==> src/rtl/pc_gen_multi_pkg.sv <==
// Shared front-end pipeline types: fetch-block payload, exception codes and block-mask helpers.
package pc_gen_multi_pkg;

  localparam int unsigned DEF_ADDR_W      = 32;
  localparam int unsigned DEF_FETCH_WIDTH = 2;
  localparam logic [31:0] DEF_RESET_PC    = 32'h1C00_0000;

  localparam logic [5:0] EXCEPTION_INT  = 6'h00;
  localparam logic [5:0] EXCEPTION_ADEF = 6'h08;

  function automatic int unsigned fetch_bytes(input int unsigned fw);
    return 4 * fw;
  endfunction

  function automatic int unsigned off_width(input int unsigned fw);
    return $clog2(fw);
  endfunction

  localparam int unsigned FETCH_BYTES = fetch_bytes(DEF_FETCH_WIDTH);

  typedef struct packed {
    logic [DEF_ADDR_W-1:0]      pc;
    logic [DEF_FETCH_WIDTH-1:0] slot_valid;
    logic                       exc_adef;
    logic                       exc_int;
  } pc_out_t;

  // Lanes from the start slot to the block end; a misaligned pc keeps only its own slot.
  function automatic logic [7:0] block_mask(input int unsigned fw, input logic [4:0] low);
    int unsigned off;
    logic [7:0]  m;
    off = 32'(low[4:2]) & (fw - 32'd1);
    m   = '0;
    for (int unsigned i = 0; i < 8; i++) begin
      if (i < fw) begin
        m[i] = (low[1:0] != 2'b00) ? (i == off) : (i >= off);
      end
    end
    return m;
  endfunction

endpackage

==> src/rtl/fetch_mask_gen.sv <==
// Combinational block-offset decode: low pc bits to per-slot valid mask and misalign flag.
module fetch_mask_gen
  import pc_gen_multi_pkg::*;
#(
  parameter int unsigned FETCH_WIDTH = DEF_FETCH_WIDTH
) (
  input  logic [off_width(FETCH_WIDTH)+1:0] pc_low_i,
  output logic [FETCH_WIDTH-1:0]            slot_valid_c,
  output logic                              misalign_c
);

  always_comb begin
    slot_valid_c = FETCH_WIDTH'(block_mask(FETCH_WIDTH, 5'(pc_low_i)));
    misalign_c   = (pc_low_i[1:0] != 2'b00);
  end

endmodule

==> src/rtl/pc_gen_multi.sv <==
// Fetch-PC generator: one aligned fetch block per accepted request, redirected by flushes and the BPU.
module pc_gen_multi
  import pc_gen_multi_pkg::*;
#(
  parameter int unsigned       FETCH_WIDTH = DEF_FETCH_WIDTH,
  parameter int unsigned       ADDR_W      = DEF_ADDR_W,
  parameter logic [ADDR_W-1:0] RESET_PC    = ADDR_W'(DEF_RESET_PC)
) (
  input  logic                   clk,
  input  logic                   rst_n,
  input  logic                   stall,
  input  logic                   pause,
  input  logic                   exc_flush,
  input  logic [ADDR_W-1:0]      exc_pc,
  input  logic                   br_flush,
  input  logic [ADDR_W-1:0]      br_pc,
  input  logic                   pre_taken,
  input  logic [ADDR_W-1:0]      pre_pc,
  input  logic                   is_interrupt,
  output logic                   fetch_valid,
  input  logic                   fetch_ready,
  output logic [ADDR_W-1:0]      pc,
  output logic [FETCH_WIDTH-1:0] slot_valid,
  output logic                   exc_adef,
  output logic                   exc_int
);

  localparam int unsigned OFF_W = off_width(FETCH_WIDTH);
  localparam int unsigned BLK_W = OFF_W + 2;
  localparam logic [FETCH_WIDTH-1:0] RESET_MASK =
    FETCH_WIDTH'(block_mask(FETCH_WIDTH, 5'(RESET_PC[BLK_W-1:0])));

  typedef struct packed {
    logic [ADDR_W-1:0]      pc;
    logic [FETCH_WIDTH-1:0] slot_valid;
    logic                   exc_adef;
    logic                   exc_int;
  } blk_t;

  blk_t                   blk_q, blk_d;
  logic                   fetch_valid_q;
  logic                   accept;
  logic                   load;
  logic [ADDR_W-1:0]      nxt_pc;
  logic [ADDR_W-1:0]      seq_pc;
  logic [FETCH_WIDTH-1:0] nxt_mask;
  logic                   nxt_adef;

  assign accept = fetch_valid_q & fetch_ready;
  assign seq_pc = {blk_q.pc[ADDR_W-1:BLK_W], {BLK_W{1'b0}}}
                + ADDR_W'(fetch_bytes(FETCH_WIDTH));

  // Redirect priority: exception, mispredict, stall/pause hold, handshake hold, prediction, sequential.
  always_comb begin
    nxt_pc = blk_q.pc;
    load   = 1'b0;
    if (exc_flush) begin
      nxt_pc = exc_pc;
      load   = 1'b1;
    end else if (br_flush) begin
      nxt_pc = br_pc;
      load   = 1'b1;
    end else if (stall || pause) begin
      load   = 1'b0;
    end else if (accept) begin
      nxt_pc = pre_taken ? pre_pc : seq_pc;
      load   = 1'b1;
    end
  end

  fetch_mask_gen #(
    .FETCH_WIDTH (FETCH_WIDTH)
  ) u_mask (
    .pc_low_i     (nxt_pc[BLK_W-1:0]),
    .slot_valid_c (nxt_mask),
    .misalign_c   (nxt_adef)
  );

  always_comb begin
    blk_d = blk_q;
    if (load) begin
      blk_d.pc         = nxt_pc;
      blk_d.slot_valid = nxt_mask;
      blk_d.exc_adef   = nxt_adef;
      blk_d.exc_int    = is_interrupt;
    end
  end

  always_ff @(posedge clk or negedge rst_n) begin
    if (!rst_n) begin
      fetch_valid_q    <= 1'b0;
      blk_q.pc         <= RESET_PC;
      blk_q.slot_valid <= RESET_MASK;
      blk_q.exc_adef   <= 1'b0;
      blk_q.exc_int    <= 1'b0;
    end else begin
      fetch_valid_q    <= 1'b1;
      blk_q            <= blk_d;
    end
  end

  assign fetch_valid = fetch_valid_q;
  assign pc          = blk_q.pc;
  assign slot_valid  = blk_q.slot_valid;
  assign exc_adef    = blk_q.exc_adef;
  assign exc_int     = blk_q.exc_int;

endmodule
==> config.mk <==
export PLATFORM = sky130hd
export DESIGN_NAME = pc_gen_multi
export DESIGN_NICKNAME = d
export VERILOG_FILES = /design/src/rtl/pc_gen_multi_pkg.sv /design/src/rtl/fetch_mask_gen.sv /design/src/rtl/pc_gen_multi.sv
export SDC_FILE = /design/constraint.sdc
export NUM_CORES = 1
export LEC_CHECK = 0
export ABC_AREA = 0
export BUFFER_PORTS_ARGS = -buffer_cell sky130_fd_sc_hd__buf_2
export CORE_UTILIZATION = 35
export CTS_BUF_LIST = sky130_fd_sc_hd__clkbuf_8 sky130_fd_sc_hd__clkbuf_16
export DETAILED_ROUTE_END_ITERATION = 8
export GPL_TIMING_DRIVEN = 0
export PLACE_DENSITY = 0.67
export SYNTH_ARGS = -nofsm -noshare
export SYNTH_HDL_FRONTEND = slang
export SYNTH_SLANG_ARGS = --single-unit
==> constraint.sdc <==
create_clock -name clk -period 2.45 [get_ports clk]
set_input_delay 0.245 -clock clk [delete_from_list [all_inputs] [get_ports clk]]
set_output_delay 0.245 -clock clk [all_outputs]
set_load 0.05 [all_outputs]
# Word level (Yosys, flattened, before mapping)
# Index checks and enable logic that the tools add are counted.
# Widths: inputs -> output; s select.
# word_totals
wordCells	27
in_bits	105
register_bits	37
out_inout_bits	37
# op_classes
eq_ne	1
magnitude_cmp	2
n_mux	11
bitwise_logic	1
n_reduce_logical	5
addsub	1
# ops
cell	n
$mux 32	5
$add 32x4->32 const B	1
$logic_not 32->1	1
$mux 1	6
$ne 3x3->1 const B	1
$reduce_and 3->1	1
$reduce_bool 3->1	1
$ge 1x1->1 const A	2
$reduce_bool 2->1	1
$and 1x1->1	1
$logic_or 1x1->1	1

# Depth between registers and ports, before layout
# Gate-level depths: netlist of the first run.
# depth
word_depth	8
ltp_mapped	7
ltp_nobuf	6

# By module
# Synthesis of the first run repeated with hierarchy kept, for this count alone.
# hier_totals
hier_cells	333
hier_area_um2	2703.8
# modules_own_cells
module	n_inst	seq_area_each_um2	area_each_um2	cells_each
pc_gen_multi	1	932.1	2686.3	330
fetch_mask_gen	1	0.0	17.5	3

# Worst setup path before layout of the first run
# Ideal clock, no wire load.
# synth_timing
kind	flip-flop to flip-flop
startpoint	reg, netlist name pc[14]
endpoint	reg, netlist name pc[28]
t_arrival_ps	2203
path_stages_with_launch	7
n_path_buf	1
required_time_ps	2367
setup_time_ps	83
slack_ps	163
period_less_slack_ps	2287
cell_sequence	dfrtp_1 nand4_1 or4_4 buf_6 and4bb_1 mux2i_1 a221o_1
# synth_via
elab_chain_len	6
# synth_lines
item	line	source
$add 32x4->32	pc_gen_multi.sv:51	+ ADDR_W'(fetch_bytes(FETCH_WIDTH));
$mux 32	pc_gen_multi.sv:66	nxt_pc = pre_taken ? pre_pc : seq_pc;
$mux 32	pc_gen_multi.sv:65	end else if (accept) begin
$mux 32	pc_gen_multi.sv:63	end else if (stall || pause) begin
$mux 32	pc_gen_multi.sv:60	end else if (br_flush) begin
$mux 32	pc_gen_multi.sv:57	if (exc_flush) begin
# Every way passes these cells. The select of a mux whose other input is x is not followed.
# A chain may end at the register's enable or synchronous reset.

# Worst setup path in the final report of the first run
# layout_timing
startpoint	reg, netlist name pc[15]
endpoint	reg, netlist name pc[30]
# layout_via
elab_chain_len	6
# layout_lines
item	line
$add 32x4->32	pc_gen_multi.sv:51
$mux 32	pc_gen_multi.sv:66
$mux 32	pc_gen_multi.sv:65
$mux 32	pc_gen_multi.sv:63
$mux 32	pc_gen_multi.sv:60
$mux 32	pc_gen_multi.sv:57
# Every way passes these cells. The select of a mux whose other input is x is not followed.

==> results of run 1 <==
[cell usage in the layout (no fill, tap or decap), types with 3 or more instances in the layout]
cell type  synthesis  layout
clkbuf_8           2       8
dfstp_2            5       5
or3_1              3       3
a221o_1            8       8
o22ai_1            6       6
nand3b_1           3       3
buf_2              0     139
a31oi_1            4       4
nor2_1            28      28
xnor2_1            8       8
nor3_1             9       9
a221oi_1           6       6
o31a_2             3       3
o31ai_1            6       6
o211ai_1           3       3
a2bb2oi_1          3       3
inv_1             13      14
dfrtp_1           32      32
clkbuf_1          20      19
a211oi_1           3       3
a21oi_1           25      25
nand2_1           40      40
nor4_1            11      10
a22oi_1            7       7
nor2b_1            3       3
nand2b_1           8       8
nand4_1            9       9
nand3_1            9       9
o21ai_0           26      26
mux2i_1            5       5
xor2_1             6       6
[final timing paths]
kind	slack [ps]	endpoint	from
max	170	pc[30]$_DFFE_PN0P_	pc[15]$_DFFE_PN0P_
max reg2reg	170	pc[30]$_DFFE_PN0P_	pc[15]$_DFFE_PN0P_
max in group asynchronous	1800	pc[9]$_DFFE_PN0P_	rst_n
min	70	pc[25]$_DFFE_PN0P_	rst_n
min reg2reg	480	exc_int$_DFFE_PN0P_	exc_int$_DFFE_PN0P_
min in group clk	140	exc_int$_DFFE_PN0P_	is_interrupt
[power by group through the flow]
stage	Sequential [mW]	Clock (mW)	Combinational [mW]
final	0.759	0.586	0.699
after global routing	0.768	0.602	0.745
after CTS	0.755	0.579	0.695
after detailed placement	0.766	0	0.692
after global placement	0.764	0	0.684
after floorplan	0.968	0	0.240
[routing by layer]
layer,global-route usage [%],up-vias,part of all wire (%)
li1,-,1622,-
met1,37.28,1681,42
met2,43.27,201,46
met3,4.926,27,9.9
met4,9.766,0,2.6
met5,0,-,0
[area by class of cell]
class / instances / area, µm²
sequential: 37 / 932.1
buffer: 26 / 141.4
clock inverter: 2 / 33.78
multi-input combinational: 278 / 1738
inverter: 14 / 52.55
fill: 820 / 4004
clock buffer: 6 / 82.58
tap: 102 / 127.6
timing repair buffer: 139 / 695.7
[flip-flops by register name, indices dropped and copies added, names as in the netlist]
signal       count
slot_valid       2
pc              32
exc_adef         1
exc_int          1
fetch_valid      1
[logic make-up (layout without fill, tap and decap cells)]
kind of cell | after synthesis | count (layout) | share of synthesized area (%)
AO/OA/AOI/OAI | 118 | 118 | 28.30
XOR/XNOR | 14 | 14 | 4.293
adder cells (fa/ha/maj) | 1 | 1 | 0.4380
buffers and inverters | 40 | 187 | 6.745
flip-flops | 37 | 37 | 32.63
multiplexers | 6 | 6 | 2.146
other | 1 | 1 | 0.1313
AND/OR/NAND/NOR | 138 | 138 | 25.32
[what timing repair did]
action | 4_1_cts | 5_1_grt
setup endpoints to repair | 0 | 2
hold buffers | 0 | 0
gates resized for setup | 0 | 3
==> results.sh, run 1 <==
export IMPL_drv_cap=0
export IMPL_clock_sinks=37
export IMPL_cp_num_cells=5
export IMPL_design_area_mm2=0.003804
export IMPL_antenna_found_initial=0
export IMPL_slew_violations=0
export IMPL_die_area_mm2=0.008527
export IMPL_core_area_mm2=0.007807
export IMPL_drt_iter0_markers=285
export IMPL_initial_core_util_pct=36.59
export IMPL_dpl_worst_slack_ps=195.5
export IMPL_ios=142
export IMPL_setup_viol=0
export IMPL_htreeDepth=2
export IMPL_intPower_mw=1.233
export IMPL_yosysSeqAreaShare_pct=32.63
export IMPL_ant_nets=0
export IMPL_ir_worst_vdd_mv=0.2778
export IMPL_via_per_inst=5.846
export IMPL_yosys_warnings=0
export IMPL_synth_area_mm2=0.002856
export IMPL_fin_skew_ps=10.21
export IMPL_path_buf_inv=0
export IMPL_ys_flop_type="dfrtp_1"
export IMPL_synth_edf_count=0
export IMPL_power_total_mw=2.043
export IMPL_syn_inst=355
export IMPL_finalNonFillerCells=604
export IMPL_grt_start_max_net_pins=38
export IMPL_fin_crit_ps=2283
export IMPL_endpoint_kind="flip-flop"
export IMPL_area_delta_synth_final_pct=33.16
export IMPL_row_count=32
export IMPL_dieWidth_um=92.34
export IMPL_hold_ws_ps=66.81
export IMPL_status="completed"
export IMPL_placed_cell_area_mm2=0.003680
export IMPL_clkTransAtPathRegs_ps=90
export IMPL_finalCritPeriodShare_pct=93.18
export IMPL_routed_wl_um=11550
export IMPL_synthArstFlopShare_pct=100.0
export IMPL_postCtsSetupBuffers=0
export IMPL_min_path_type="in -> async"
export IMPL_crit_path_start_kind="flip-flop"
export IMPL_gp_congestion=0.8883
export IMPL_num_antenna_cells=0
export IMPL_cpMaxStageDelayCell="nor4_1"
export IMPL_first_pass_iters=5
export IMPL_rsz0062_at_grt="no"
export IMPL_yosysUniqueCellTypes=62
export IMPL_grt_overflow=0
export IMPL_drive_above_1_share_pct=34.26
export IMPL_p_leak_nw=1.710
export IMPL_placed_cells=596
export IMPL_crit_chain="nand4_1 > nor4_1 > and4_1 > o21ai_0 > a221o_1"
export IMPL_drcViolationCount=0
export IMPL_syn_nets=461
export IMPL_hpwl_um=8340
export IMPL_vias=3531
export IMPL_p_sw_uw=809.5
export IMPL_numCtsBuffers=5
export IMPL_track_usage_pct=27.35
export IMPL_synth_area_per_cell_um2=8.046
export IMPL_finalHoldViolCount=0
export IMPL_synthTopCellsByArea="dfrtp_1 28%, nand2_1 5.3%, dfstp_2 4.6%, o21ai_0 4.6%, a21oi_1 4.4%"
export IMPL_fmax_mhz=438.0
export IMPL_ys_ff_latch=37
export IMPL_seq_power_share_pct=37.1
export IMPL_crit_family="simple AND/OR/NAND/NOR gates"
export IMPL_p_per_area_mw_per_mm2=537.1
export IMPL_grt_pass1_wl_um=17720
export IMPL_max_stage_delay_ps=790
export IMPL_path_max_fanout=6
export IMPL_clk_path_buf_depth=2
export IMPL_p_clk_share_pct=28.7
export IMPL_avgRoutedWirePerCell_um=19.12
export IMPL_synth_most_common_cell="nand2_1"
export IMPL_worst_ep_arrival_time_ps=2470
export IMPL_die_height_um=92.34
export IMPL_clk_latency_ps=300
export IMPL_tns_ps=0
export IMPL_root_buffer="clkbuf_8"
export IMPL_layout_nets=607
export IMPL_worstMarginPinSlew_ps=1051
export IMPL_io_buffers=139
export IMPL_postLayoutCoreUtil_pct=48.72
export IMPL_grt_pass1_vias=3341
export IMPL_slew_headroom_pct=29.65
export IMPL_combPwrFrac_pct=34.2
export IMPL_synthTopCellsByCount="40 x nand2_1, 32 x dfrtp_1, 28 x nor2_1"
export IMPL_reg2reg_depth=5
export IMPL_worst_slack_ps=167.1
export IMPL_cts_tree="yes"
export IMPL_critical_path_class="reg -> reg"
export IMPL_synthDominantCellAreaShare_pct=28.03
export IMPL_synth_top_cell_by_area="dfrtp_1"
export IMPL_sw_frac_of_total_pct=39.62
export IMPL_crit_required_ps=2640
No activity file was read; power rests on OpenSTA's default activity.
==> run 2, diff against run 1 <==
--- a/config.mk
+++ b/config.mk
@@ -9,9 +9,11 @@
 export BUFFER_PORTS_ARGS = -buffer_cell sky130_fd_sc_hd__buf_2
 export CORE_UTILIZATION = 35
 export CTS_BUF_LIST = sky130_fd_sc_hd__clkbuf_8 sky130_fd_sc_hd__clkbuf_16
+export CTS_CLUSTER_DIAMETER = 150
 export DETAILED_ROUTE_END_ITERATION = 8
 export GPL_TIMING_DRIVEN = 0
-export PLACE_DENSITY = 0.67
+export PLACE_DENSITY = 0.68
 export SYNTH_ARGS = -nofsm -noshare
 export SYNTH_HDL_FRONTEND = slang
+export SYNTH_HIERARCHICAL = 1
 export SYNTH_SLANG_ARGS = --single-unit
==> run 2 against run 1 <==
Net effect:
- utilization is 1.4 points higher
- critical path depth is 2 higher
- maximum frequency is 0.62% lower
- critical endpoint is now pc[31]$_DFFE_PN0P_
- highest routed layer unchanged
- sequential power is 2.8% higher
- area after synthesis is 5.3% lower
- first-iteration DRC count is 5.6% higher
- clock power is 1% higher
- largest power group unchanged
==> results.sh, run 2 <==
export IMPL_hold_ws_ps=55.06
export IMPL_ios=142
export IMPL_layout_common_cells="144 x buf_2, 38 x o21ai_0, 33 x nand2_1"
export IMPL_syn_nets=439
export IMPL_cts_tree="yes"
export IMPL_endpoint_kind="flip-flop"
export IMPL_finalCritPeriodShare_pct=93.76
export IMPL_layout_nets=586
export IMPL_setup_viol=0
export IMPL_drcViolationCount=0
export IMPL_clkTransAtPathRegs_ps=90
export IMPL_vias=3500
export IMPL_num_antenna_cells=0
export IMPL_slew_violations=0
export IMPL_worst_ep_arrival_time_ps=2480
export IMPL_row_count=31
export IMPL_clk_latency_ps=300
export IMPL_combPwrFrac_pct=33.9
export IMPL_rsz0062_at_grt="no"
export IMPL_drv_cap=0
export IMPL_sw_frac_of_total_pct=40.45
export IMPL_numCtsBuffers=5
export IMPL_largest_register="pc"
export IMPL_gp_congestion=0.8497
export IMPL_synthTopCellsByCount="38 x o21ai_0, 33 x nand2_1, 32 x dfrtp_1"
export IMPL_dieWidth_um=89.90
export IMPL_hpwl_um=7919
export IMPL_crit_required_ps=2630
export IMPL_first_pass_iters=5
export IMPL_intPower_mw=1.237
export IMPL_synth_area_per_cell_um2=8.120
export IMPL_clk_path_buf_depth=2
export IMPL_syn_inst=333
export IMPL_grt_start_max_net_pins=38
export IMPL_ys_ff_latch=37
export IMPL_area_delta_synth_final_pct=36.56
export IMPL_slew_headroom_pct=40.61
export IMPL_yosys_warnings=6
export IMPL_die_height_um=89.90
export IMPL_synth_area_mm2=0.002704
export IMPL_grt_overflow=0
export IMPL_finalHoldViolCount=0
export IMPL_grt_pass1_vias=3264
export IMPL_antenna_found_initial=0
export IMPL_yosysSeqAreaShare_pct=34.47
export IMPL_fin_crit_ps=2297
export IMPL_fillers=777
export IMPL_postLayoutCoreUtil_pct=50.10
export IMPL_synth_edf_count=0
export IMPL_drt_iter0_markers=301
export IMPL_tns_ps=0
export IMPL_largest_reg_flops=32
export IMPL_ant_nets=0
export IMPL_p_clk_share_pct=28.5
export IMPL_track_usage_pct=26.84
export IMPL_fmax_mhz=435.3
export IMPL_synth_most_common_cell="o21ai_0"
export IMPL_p_per_area_mw_per_mm2=562.7
export IMPL_synth_top_cell_by_area="dfrtp_1"
export IMPL_path_max_fanout=8
export IMPL_p_leak_nw=1.601
export IMPL_drive_above_1_share_pct=36.59
export IMPL_synthArstFlopShare_pct=100.0
export IMPL_postCtsSetupBuffers=0
export IMPL_grt_pass1_wl_um=17080
export IMPL_root_buffer="clkbuf_8"
export IMPL_fin_skew_ps=10.08
export IMPL_avgRoutedWirePerCell_um=18.76
export IMPL_cts_hold_buffers_added=0
export IMPL_final_common_cell="buf_2"
export IMPL_ir_worst_vdd_mv=0.2552
export IMPL_via_per_inst=6.034
export IMPL_seq_power_share_pct=37.6
export IMPL_die_area_mm2=0.008081
export IMPL_synthTopCellsByArea="dfrtp_1 30%, o21ai_0 7.0%, dfstp_2 4.9%, nand2_1 4.6%, a221oi_1 4.5%"
export IMPL_yosysUniqueCellTypes=58
export IMPL_worstMarginPinSlew_ps=890.9
export IMPL_status="completed"
export IMPL_min_path_type="in -> async"
export IMPL_p_sw_uw=840.5
export IMPL_htreeDepth=2
export IMPL_clock_sinks=37
export IMPL_ys_flop_type="dfrtp_1"
export IMPL_crit_path_start_kind="flip-flop"
export IMPL_synthDominantCellAreaShare_pct=29.62
export IMPL_routed_wl_um=10880
export IMPL_io_buffers=140
export IMPL_initial_core_util_pct=36.69
export IMPL_critical_path_class="reg -> reg"
export IMPL_largestRegisters="pc (32), slot_valid (2)"
export IMPL_core_area_mm2=0.007370
[run 2: cell count changes after synthesis, moves of 7 or more]
cell	previous run	this run
a221oi_1	6	14
o21ai_0	26	38
o22ai_1	6	14
nand2_1	40	33
nor2_1	28	11
a221o_1	8	1
[run 2: worst max-delay path, stage by stage (launching register included)]
cell	delay (ps)
dfrtp_2	430
ha_2	240
nand2_1	160
or4_1	450
buf_2	180
or4_4	480
xor2_1	150
o22ai_1	80
[run 2: power groups by stage]
stage | combinational, mW | sequential (mW) | clock (mW)
after floorplan | 0.222 | 1.00 | 0
after global placement | 0.684 | 0.786 | 0
after detailed placement | 0.694 | 0.788 | 0
after CTS | 0.699 | 0.777 | 0.591
after global routing | 0.752 | 0.791 | 0.619
final | 0.704 | 0.780 | 0.593
[run 2: final timing paths]
kind | to | slack [ps] | depth (start not counted) | start
min | pc[17]$_DFFE_PN0P_ | 60 | 1 | rst_n
min reg2reg | slot_valid[1]$_DFFE_PN1P_ | 460 | 2 | slot_valid[1]$_DFFE_PN1P_
max reg2reg | pc[31]$_DFFE_PN0P_ | 150 | 7 | pc[3]$_DFFE_PN0P_
max in group asynchronous | pc[3]$_DFFE_PN0P_ | 1780 | 1 | rst_n
min in group clk | exc_int$_DFFE_PN0P_ | 130 | 3 | is_interrupt
max | pc[31]$_DFFE_PN0P_ | 150 | 7 | pc[3]$_DFFE_PN0P_
[run 2: layer usage]
| layer | track usage [%] | share of wire [%] |
|---|---|---|
| met1 | 35.30 | 41 |
| met2 | 43.91 | 46 |
| met3 | 6.007 | 11 |
| met4 | 8.333 | 2.0 |
| met5 | 0 | 0 |
[run 2: area by class of cell]
| cell class | count | area (µm²) | area share [%] |
|---|---|---|---|
| multi-input cells | 260 | 1667 | 45.14 |
| flip-flops and latches | 37 | 933.4 | 25.28 |
| repair buffers | 140 | 700.7 | 18.98 |
| well taps | 99 | 123.9 | 3.355 |
| plain buffers | 25 | 102.6 | 2.779 |
| clock buffers | 6 | 82.58 | 2.237 |
| inverters | 11 | 45.04 | 1.220 |
| clock inverters | 2 | 37.54 | 1.017 |
[run 2: kinds of logic after synthesis]
family / Yosys count / synth area share (%)
simple gates: 110 / 21.89
flops: 37 / 34.48
other cells: 1 / 0.1387
fa+ha+maj: 1 / 0.4627
compound gates: 138 / 34.52
mux: 2 / 0.7404
xor+xnor: 8 / 2.591
buf+inv: 36 / 5.183
[run 2: what timing repair did]
action                                  in CTS  in global routing
hold endpoints to repair                     0                  0
gates resized for setup                      5                  8
endpoints found under the setup margin      15                  5
[run 2: per-stage QoR]
stage               std cells  power (mW)  area, µm²  worst slack, ps
floorplan                 333       1.225       2704            2.213
global placement          572       1.469       3528           -714.1
detailed placement        572       1.482       3528           -788.1
CTS                       580       2.067       3674            4.658
global route              580       2.161       3692            5.199
finish                    580       2.078       3692            152.9
